## config.mk

```make
export PLATFORM = sky130hd
export DESIGN_NAME = pattern_sequencer
export DESIGN_NICKNAME = d
export VERILOG_FILES = /design/src/rtl/pattern_sequencer.sv
export SDC_FILE = /design/constraint.sdc
export NUM_CORES = 1
export LEC_CHECK = 0
export ABC_CLOCK_PERIOD_IN_PS = 2050
export BUFFER_PORTS_ARGS = -buffer_cell sky130_fd_sc_hd__clkbuf_2
export CORE_MARGIN = 4
export CORE_UTILIZATION = 35
export CTS_CLUSTER_SIZE = 8
export DETAILED_ROUTE_END_ITERATION = 12
export PLACE_DENSITY = 0.63
export SLEW_MARGIN = 20
export SYNTH_ARGS = -nofsm -noshare
export SYNTH_HDL_FRONTEND = slang
export SYNTH_SLANG_ARGS = --single-unit
```

## constraint.sdc

```tcl
create_clock -name i_clk -period 2.05 [get_ports i_clk]
set_input_delay 0.41 -clock i_clk [delete_from_list [all_inputs] [get_ports i_clk]]
set_output_delay 0.41 -clock i_clk [all_outputs]
set_load 0.02 [all_outputs]
```

## src/rtl/pattern_sequencer.sv

```systemverilog
// Frame-synchronous test-pattern scheduler: picks the pattern index for the RGB mux
// and inserts black frames after every switch, advancing on request or after a hold time.
module pattern_sequencer #(
  parameter int NUM_PATTERNS = 4,
  parameter int SEL_W        = 4,
  parameter int V_RES        = 480,
  parameter int HOLD_FRAMES  = 60,
  parameter int BLANK_FRAMES = 2
) (
  input  logic             i_clk,
  input  logic             i_reset,
  input  logic [9:0]       i_hpos,
  input  logic [9:0]       i_vpos,
  input  logic             i_next,
  input  logic             i_auto_en,
  output logic [SEL_W-1:0] o_sel,
  output logic             o_blank,
  output logic             o_frame_tick,
  output logic [15:0]      o_frame_count
);

  localparam int HOLD_W  = (HOLD_FRAMES  > 1) ? $clog2(HOLD_FRAMES)  : 1;
  localparam int BLANK_W = (BLANK_FRAMES > 1) ? $clog2(BLANK_FRAMES) : 1;

  localparam logic [SEL_W-1:0]   SEL_LAST   = SEL_W'(NUM_PATTERNS - 1);
  localparam logic [HOLD_W-1:0]  HOLD_LAST  = HOLD_W'(HOLD_FRAMES - 1);
  localparam logic [BLANK_W-1:0] BLANK_LAST = BLANK_W'(BLANK_FRAMES - 1);
  localparam logic [9:0]         V_BOUNDARY = 10'(V_RES);

  typedef enum logic {
    SHOW  = 1'b0,
    BLANK = 1'b1
  } state_t;

  state_t             state_q, state_d;
  logic [SEL_W-1:0]   sel_q, sel_d;
  logic               pending_q, pending_d;
  logic [HOLD_W-1:0]  hold_cnt_q, hold_cnt_d;
  logic [BLANK_W-1:0] blank_cnt_q, blank_cnt_d;
  logic               tick_q;
  logic [15:0]        frame_count_q, frame_count_d;

  logic tick;
  logic auto_fire;

  assign tick      = (i_hpos == 10'd0) && (i_vpos == V_BOUNDARY);
  assign auto_fire = i_auto_en && (hold_cnt_q == HOLD_LAST);

  always_comb begin
    state_d       = state_q;
    sel_d         = sel_q;
    pending_d     = pending_q;
    hold_cnt_d    = hold_cnt_q;
    blank_cnt_d   = blank_cnt_q;
    frame_count_d = tick ? frame_count_q + 16'd1 : frame_count_q;

    case (state_q)
      SHOW: begin
        // Dropping auto mode restarts the hold from zero on re-enable.
        if (!i_auto_en) hold_cnt_d = '0;
        if (i_next) pending_d = 1'b1;
        if (tick) begin
          if (pending_q || i_next || auto_fire) begin
            sel_d       = (sel_q == SEL_LAST) ? '0 : sel_q + 1'b1;
            state_d     = BLANK;
            blank_cnt_d = '0;
            pending_d   = 1'b0;
            hold_cnt_d  = '0;
          end else if (i_auto_en) begin
            hold_cnt_d = hold_cnt_q + 1'b1;
          end
        end
      end
      BLANK: begin
        // Requests arriving while black are dropped rather than queued.
        pending_d = 1'b0;
        if (!i_auto_en) hold_cnt_d = '0;
        if (tick) begin
          if (blank_cnt_q == BLANK_LAST) begin
            state_d    = SHOW;
            hold_cnt_d = '0;
          end else begin
            blank_cnt_d = blank_cnt_q + 1'b1;
          end
        end
      end
      default: state_d = SHOW;
    endcase
  end

  always_ff @(posedge i_clk) begin
    if (i_reset) begin
      state_q       <= SHOW;
      sel_q         <= '0;
      pending_q     <= 1'b0;
      hold_cnt_q    <= '0;
      blank_cnt_q   <= '0;
      tick_q        <= 1'b0;
      frame_count_q <= 16'd0;
    end else begin
      state_q       <= state_d;
      sel_q         <= sel_d;
      pending_q     <= pending_d;
      hold_cnt_q    <= hold_cnt_d;
      blank_cnt_q   <= blank_cnt_d;
      tick_q        <= tick;
      frame_count_q <= frame_count_d;
    end
  end

  assign o_sel         = sel_q;
  assign o_blank       = (state_q == BLANK);
  assign o_frame_tick  = tick_q;
  assign o_frame_count = frame_count_q;

endmodule
```

==> results of run 1 <==
worst min-delay path by stage:
| stage | startpoint | end | slack (ns) | cells after the start |
|---|---|---|---|---|
| detailed placement | blank_cnt_q | o_blank | 0.48 | 1 |
| floorplan | blank_cnt_q | o_blank | 0.44 | 1 |
| global placement | blank_cnt_q | o_blank | 0.46 | 1 |
| CTS | i_next | pending_q | 0.46 | 3 |
| finish | i_next | pending_q | 0.47 | 3 |
| global route | i_next | pending_q | 0.49 | 3 |
cell families (layout without fill, tap and decap cells):
| family | count (synthesis) | in the layout | share of synthesized area |
|---|---|---|---|
| compound gates | 26 | 26 | 0.103 |
| xor+xnor | 10 | 10 | 0.0532 |
| fa+ha+maj | 3 | 3 | 0.0228 |
| buf+inv | 8 | 69 | 0.0236 |
| flops | 30 | 30 | 0.365 |
| mux | 6 | 6 | 0.0411 |
| simple gates | 95 | 95 | 0.391 |
placed cells by master, fill, tap and decap left out, types with 3 or more instances in the layout:
master / instances
a21oi_1: 9
a31o_2: 4
buf_4: 13
clkbuf_2: 45
clkbuf_8: 6
dfxtp_1: 30
ha_1: 3
inv_1: 3
mux2i_1: 3
nand2_1: 13
nand2b_1: 6
nand3_1: 7
nand4_1: 3
nor2_1: 24
nor2b_1: 6
nor4_1: 7
nor4_4: 4
o21ai_0: 4
xnor2_1: 9
where the power goes:
part / internal (mW) / switching, mW / total (mW)
clock: 0.270 / 0.210 / 0.481
combinational: 0.0303 / 0.0365 / 0.0668
sequential: 0.584 / 0.000607 / 0.585
total: 0.885 / 0.248 / 1.13
cell type report:
type / instances / area [um^2] / share of cell area
inverter: 3 / 11.3 / 0.00537
sequential: 30 / 601 / 0.286
timing repair buffer: 58 / 323 / 0.154
multi-input combinational: 140 / 1010 / 0.480
tap: 52 / 65.1 / 0.0310
clock inverter: 1 / 5.00 / 0.00239
clock buffer: 7 / 86.3 / 0.0412
per-layer routing:
layer | share of wire | up-vias
met5 | 0 | -
li1 | - | 770
met1 | 0.44 | 678
met4 | 0.017 | 0
met2 | 0.52 | 21
met3 | 0.028 | 8
metrics by stage:
stage	total power, mW	worst slack [ns]	instance area, um^2	hold slack, ns	cells
after floorplan	0.627	0.116	1650	0.439	178
after global placement	0.664	0.0469	2010	0.464	283
after detailed placement	0.665	0.00958	2010	0.478	283
after CTS	1.16	0.305	2100	0.455	291
after global routing	1.18	0.125	2100	0.493	291
final	1.13	0.317	2100	0.465	291
flip-flops by register name, indices dropped and copies added (netlist names):
register       cells
blank_cnt_q        1
hold_cnt_q         6
o_blank            1
o_frame_count     16
o_frame_tick       1
o_sel              4
pending_q          1
critical path, cell delays in order:
cell and delay, ns:
clkbuf_2 0.10, nor4_4 0.36, nand2_2 0.13, or3_4 0.43
nor2_1 0.13, mux2_2 0.33
==> run summary, run 1 <==
Worst Hold Class: in -> reg
worst slew pin tran: 0.372 ns
WL per Instance: 13.0 um
Slew Limit Fails: 0
top-count cell post-synth: dfxtp_1
#FFs+latches synth: 30
core area: 0.00444 mm^2
first-pass GRT wire length: 6.39 mm
post-synthesis sequential area ratio: 0.365
cts repair resizes: 0
Primary FF master, synth: dfxtp_1
vias per cell: 5.08
FF-to-FF Start: hold_cnt_q[0]
CTS max path bufs: 2
Pwr Density: 540 mW/mm^2
post-synth top area cell: dfxtp_1
DR pass1 iterations: 4
I/O Pins: 46
EDFF count, synth: 0
status: completed
Cells after Synth: 178
Root Buffer: clkbuf_8
M2 GR Usage: 0.236
post-synth design cell area: 0.00165 mm^2
largest net degree at the start of global routing: 32
Routed WL: 3.79 mm
syn nets: 205
Worst Setup SP: i_hpos[1]
gr usage total: 0.134
port buffer count: 45
crit path launch type: input port
top post-synthesis cells by area: dfxtp_1 (37%), nor2_1 (5.5%), nor4_4 (5.2%)
Final Util: 0.472
# setup viols final: 0
syn_area_per_cell: 9.24 um^2
via count: 1477
GRT overflow: 0
reg2reg path depth: 7
Post-synth top cells: dfxtp_1 (30), nor2_1 (24), nand2_1 (13)
CP max FO: 4
total of max-cap violations: 0
CTS buffer count: 5
type of the worst setup path: in -> reg
unrepaired setup endpoints after global routing: false
GPL Wtd Cong: 0.773
routing usage on met3: 0.0378
GRT busiest layer: met2
clk sinks: 30
synth-to-layout area growth: 27.5%
Peak VDD IR: 0.270 mV
capture point of the worst path: o_frame_count[11]
DP HPWL: 2.98 mm
synth warn: 0
standard-cell row count: 24
DRC: 0
total negative setup slack: 0 ns
Worst R2R End: o_sel[0]
Die H: 76.6 um
Period Utilization, post-route: 0.845
depth of the CTS H-tree: 2
# fillers: 446
CP Capture Type: flip-flop
initial antenna violation count: 0
R2R Setup Slk: 0.35 ns
Netlist cell types: 48
slew margin rel.: 0.750
CTS tree: built
fin nets: 265
CP arrival: 1.90 ns
Die ar.: 0.00586 mm^2
Achievable Freq: 577 MHz
vias in the first global route: 1431
clk slew on worst S/H paths: 0.06 ns
Tmin final: 1.73 ns
asr flop ratio synth: 0
latest clock arrival within the worst-skew pair: 0.28 ns
worst path required time: 2.22 ns
DRT iter0 DRCs: 86
Die Wd: 76.6 um
Leakage: 0.839 nW
hold_buf cts: 0
Starting Density: 0.370
postcts setup bufs: 0
Antenna Nets Post-Route: 0
Antenna Cells: 0
share of cells above drive strength 1: 0.368
met1 Usage GRT: 0.152
post-synth top area share: 0.365
Clock Skews: 0.00199 ns
Final Hold Vio Count: 0
(Power assumes the default switching activity.)
==> run 2, diff against run 1 <==
- ABC_CLOCK_PERIOD_IN_PS: 2050 -> 1400
- PLACE_DENSITY: 0.63 -> 0.65
- clock period: 2.05 -> 1.4 ns (I/O delays scaled with it)
==> run 2 against run 1 <==
Critical path depth unchanged. The run now ends with setup timing left. Non-clock buffer count increased by 55. Utilization increased by 16 points. Critical endpoint is now o_sel[1]. Wire length increased by 26%. Cell area increased by 33%. Largest power group unchanged. Setup slack got worse by 0.51 ns.
==> run summary, run 2 (synthesis results as in run 1) <==
Routed WL: 4.77 mm (+26%)
status: finished with violations
hold_ws: 0.400 ns (-0.0657 ns)
Leakage: 1.25 nW (+49%)
DRC: 0 (unchanged)
max reg flops: 16 (unchanged)
delay-heaviest family, CP: simple AND/OR/NAND/NOR gates
DP HPWL: 3.38 mm (+14%)
initial antenna violation count: 0 (unchanged)
standard-cell row count: 24 (unchanged)
DR pass1 iterations: 4 (unchanged)
Die H: 76.6 um (unchanged)
worst path required time: 1.57 ns (-0.65 ns)
WL per Instance: 13.8 um (+5.9%)
Pwr Density: 594 mW/mm^2 (+10%)
latest clock arrival within the worst-skew pair: 0.29 ns (about the same)
Period Utilization, post-route: 1.14
type of the worst setup path: reg -> reg
Antenna Nets Post-Route: 0 (unchanged)
min-delay src: i_reset
Achievable Freq: 628 MHz
Hold EP: o_frame_count[1]
most common cell after layout, fill and taps aside: buf_4
clk slew on worst S/H paths: 0.06 ns (about the same)
Tmin final: 1.59 ns
commonest cells after routing, fill and taps aside: buf_4 (60), clkbuf_2 (43), nor2_1 (23)
Root Buffer: clkbuf_8
unrepaired setup endpoints after global routing: true
crit path launch type: flip-flop
Peak VDD IR: 0.544 mV (+100%)
port buffer count: 45 (unchanged)
CP peak stage delay: 0.34 ns (-0.09 ns)
total of max-cap violations: 0 (unchanged)
Worst Hold Class: in -> reg
I/O Pins: 46 (unchanged)
CP Cell Sequence: nand4b_1, o21ai_2, nor4b_4, buf_4, mux2i_1, nor2_1
Antenna Cells: 0 (unchanged)
worst slew pin tran: 0.360 ns (-0.0125 ns)
via count: 1739 (+18%)
# setup viols final: 26 (+26)
largest net degree at the start of global routing: 22 (-31%)
GPL Wtd Cong: 0.806 (+4.3%)
clk sinks: 30 (unchanged)
CP max stage cell: dfxtp_4
gr usage total: 0.163 (+0.0289)
CP Capture Type: flip-flop
depth of the CTS H-tree: 2 (unchanged)
first-pass GRT wire length: 7.55 mm (+18%)
vias per cell: 5.03 (-0.98%)
WHS Path Cells: 3 (unchanged)
Final Util: 0.627 (+0.155)
vias in the first global route: 1700 (+19%)
FF-to-FF Start: hold_cnt_q[2]
CTS max path bufs: 2 (unchanged)
Worst R2R End: o_sel[1]
Starting Density: 0.370 (unchanged)
synth-to-layout area growth: 69.4%
CTS buffer count: 5 (unchanged)
Final Hold Vio Count: 0 (unchanged)
crit path buf inv count: 1 (unchanged)
CP arrival: 1.77 ns (-0.13 ns)
share of cells above drive strength 1: 0.619 (+0.251)
Slew Limit Fails: 0 (unchanged)
failing checks: setup timing
reg2reg path depth: 6 (-1)
DRT iter0 DRCs: 57 (-34%)
Clock Skews: 0.00604 ns (+0.00405 ns)
CP max FO: 6 (+2)
Die ar.: 0.00586 mm^2 (unchanged)
Die Wd: 76.6 um (unchanged)
fin nets: 320 (+21%)
slew margin rel.: 0.758 (+0.00840)
CTS tree: built
GRT overflow: 0 (unchanged)
hold_buf cts: 0 (unchanged)
core area: 0.00444 mm^2 (unchanged)
R2R Setup Slk: -0.19 ns (-0.54 ns)
final worst slack: -0.193 ns (-0.510 ns)
run 2: tightest hold or removal path: stages:
cell and delay, ns:
clkbuf_2 0.14, buf_4 0.20, a21oi_2 0.04
run 2: power breakdown:
part           internal [mW]  total [mW]  switching, mW
Clock                  0.341       0.673          0.333
Sequential             0.846       0.847        0.00101
Combinational         0.0707       0.136         0.0655
run 2: worst max-delay path by stage:
stage	end	startpoint	cells after the start
final	o_sel[1]	hold_cnt_q[2]	6
after global routing	o_frame_count[13]	i_vpos[1]	7
after global placement	o_frame_count[13]	i_vpos[1]	6
after CTS	o_sel[1]	hold_cnt_q[2]	6
after floorplan	o_frame_count[13]	i_vpos[1]	5
after detailed placement	o_frame_count[13]	i_vpos[4]	6
run 2: stage by stage:
step                      power (mW)  cells  setup slack [ns]  area, um^2  setup TNS (ns)
final                           1.66    346            -0.193        2790           -2.70
after global routing            1.74    346            -0.240        2790           -4.56
after CTS                       1.68    342            -0.171        2620           -2.24
after detailed placement       0.983    324            -0.542        2370          -11.71
after global placement         0.981    324            -0.476        2370          -10.82
after floorplan                0.911    178            -0.386        1700           -4.04
run 2: layout make-up:
type                       count  area (um^2)
fill                         376         1660
multi-input combinational    140         1220
timing repair buffer         113          778
sequential                    30          627
clock buffer                   6         72.6
tap                           52         65.1
inverter                       3         11.3
clock inverter                 2         8.76
run 2: what timing repair did:
action | in CTS | in global routing
gates resized for setup | 21 | 32
pin swaps | 12 | 21
endpoints found under the hold margin | 0 | 0
buffers inserted | 10 | 5
setup endpoints to repair | 25 | 29
run 2: layer usage:
metal	vias up	wire length, um	global-route usage
met3	9	184	0.0615
met1	822	2040	0.186
li1	879	-	-
met4	0	116	0.0616
met5	-	0	0
met2	29	2430	0.276
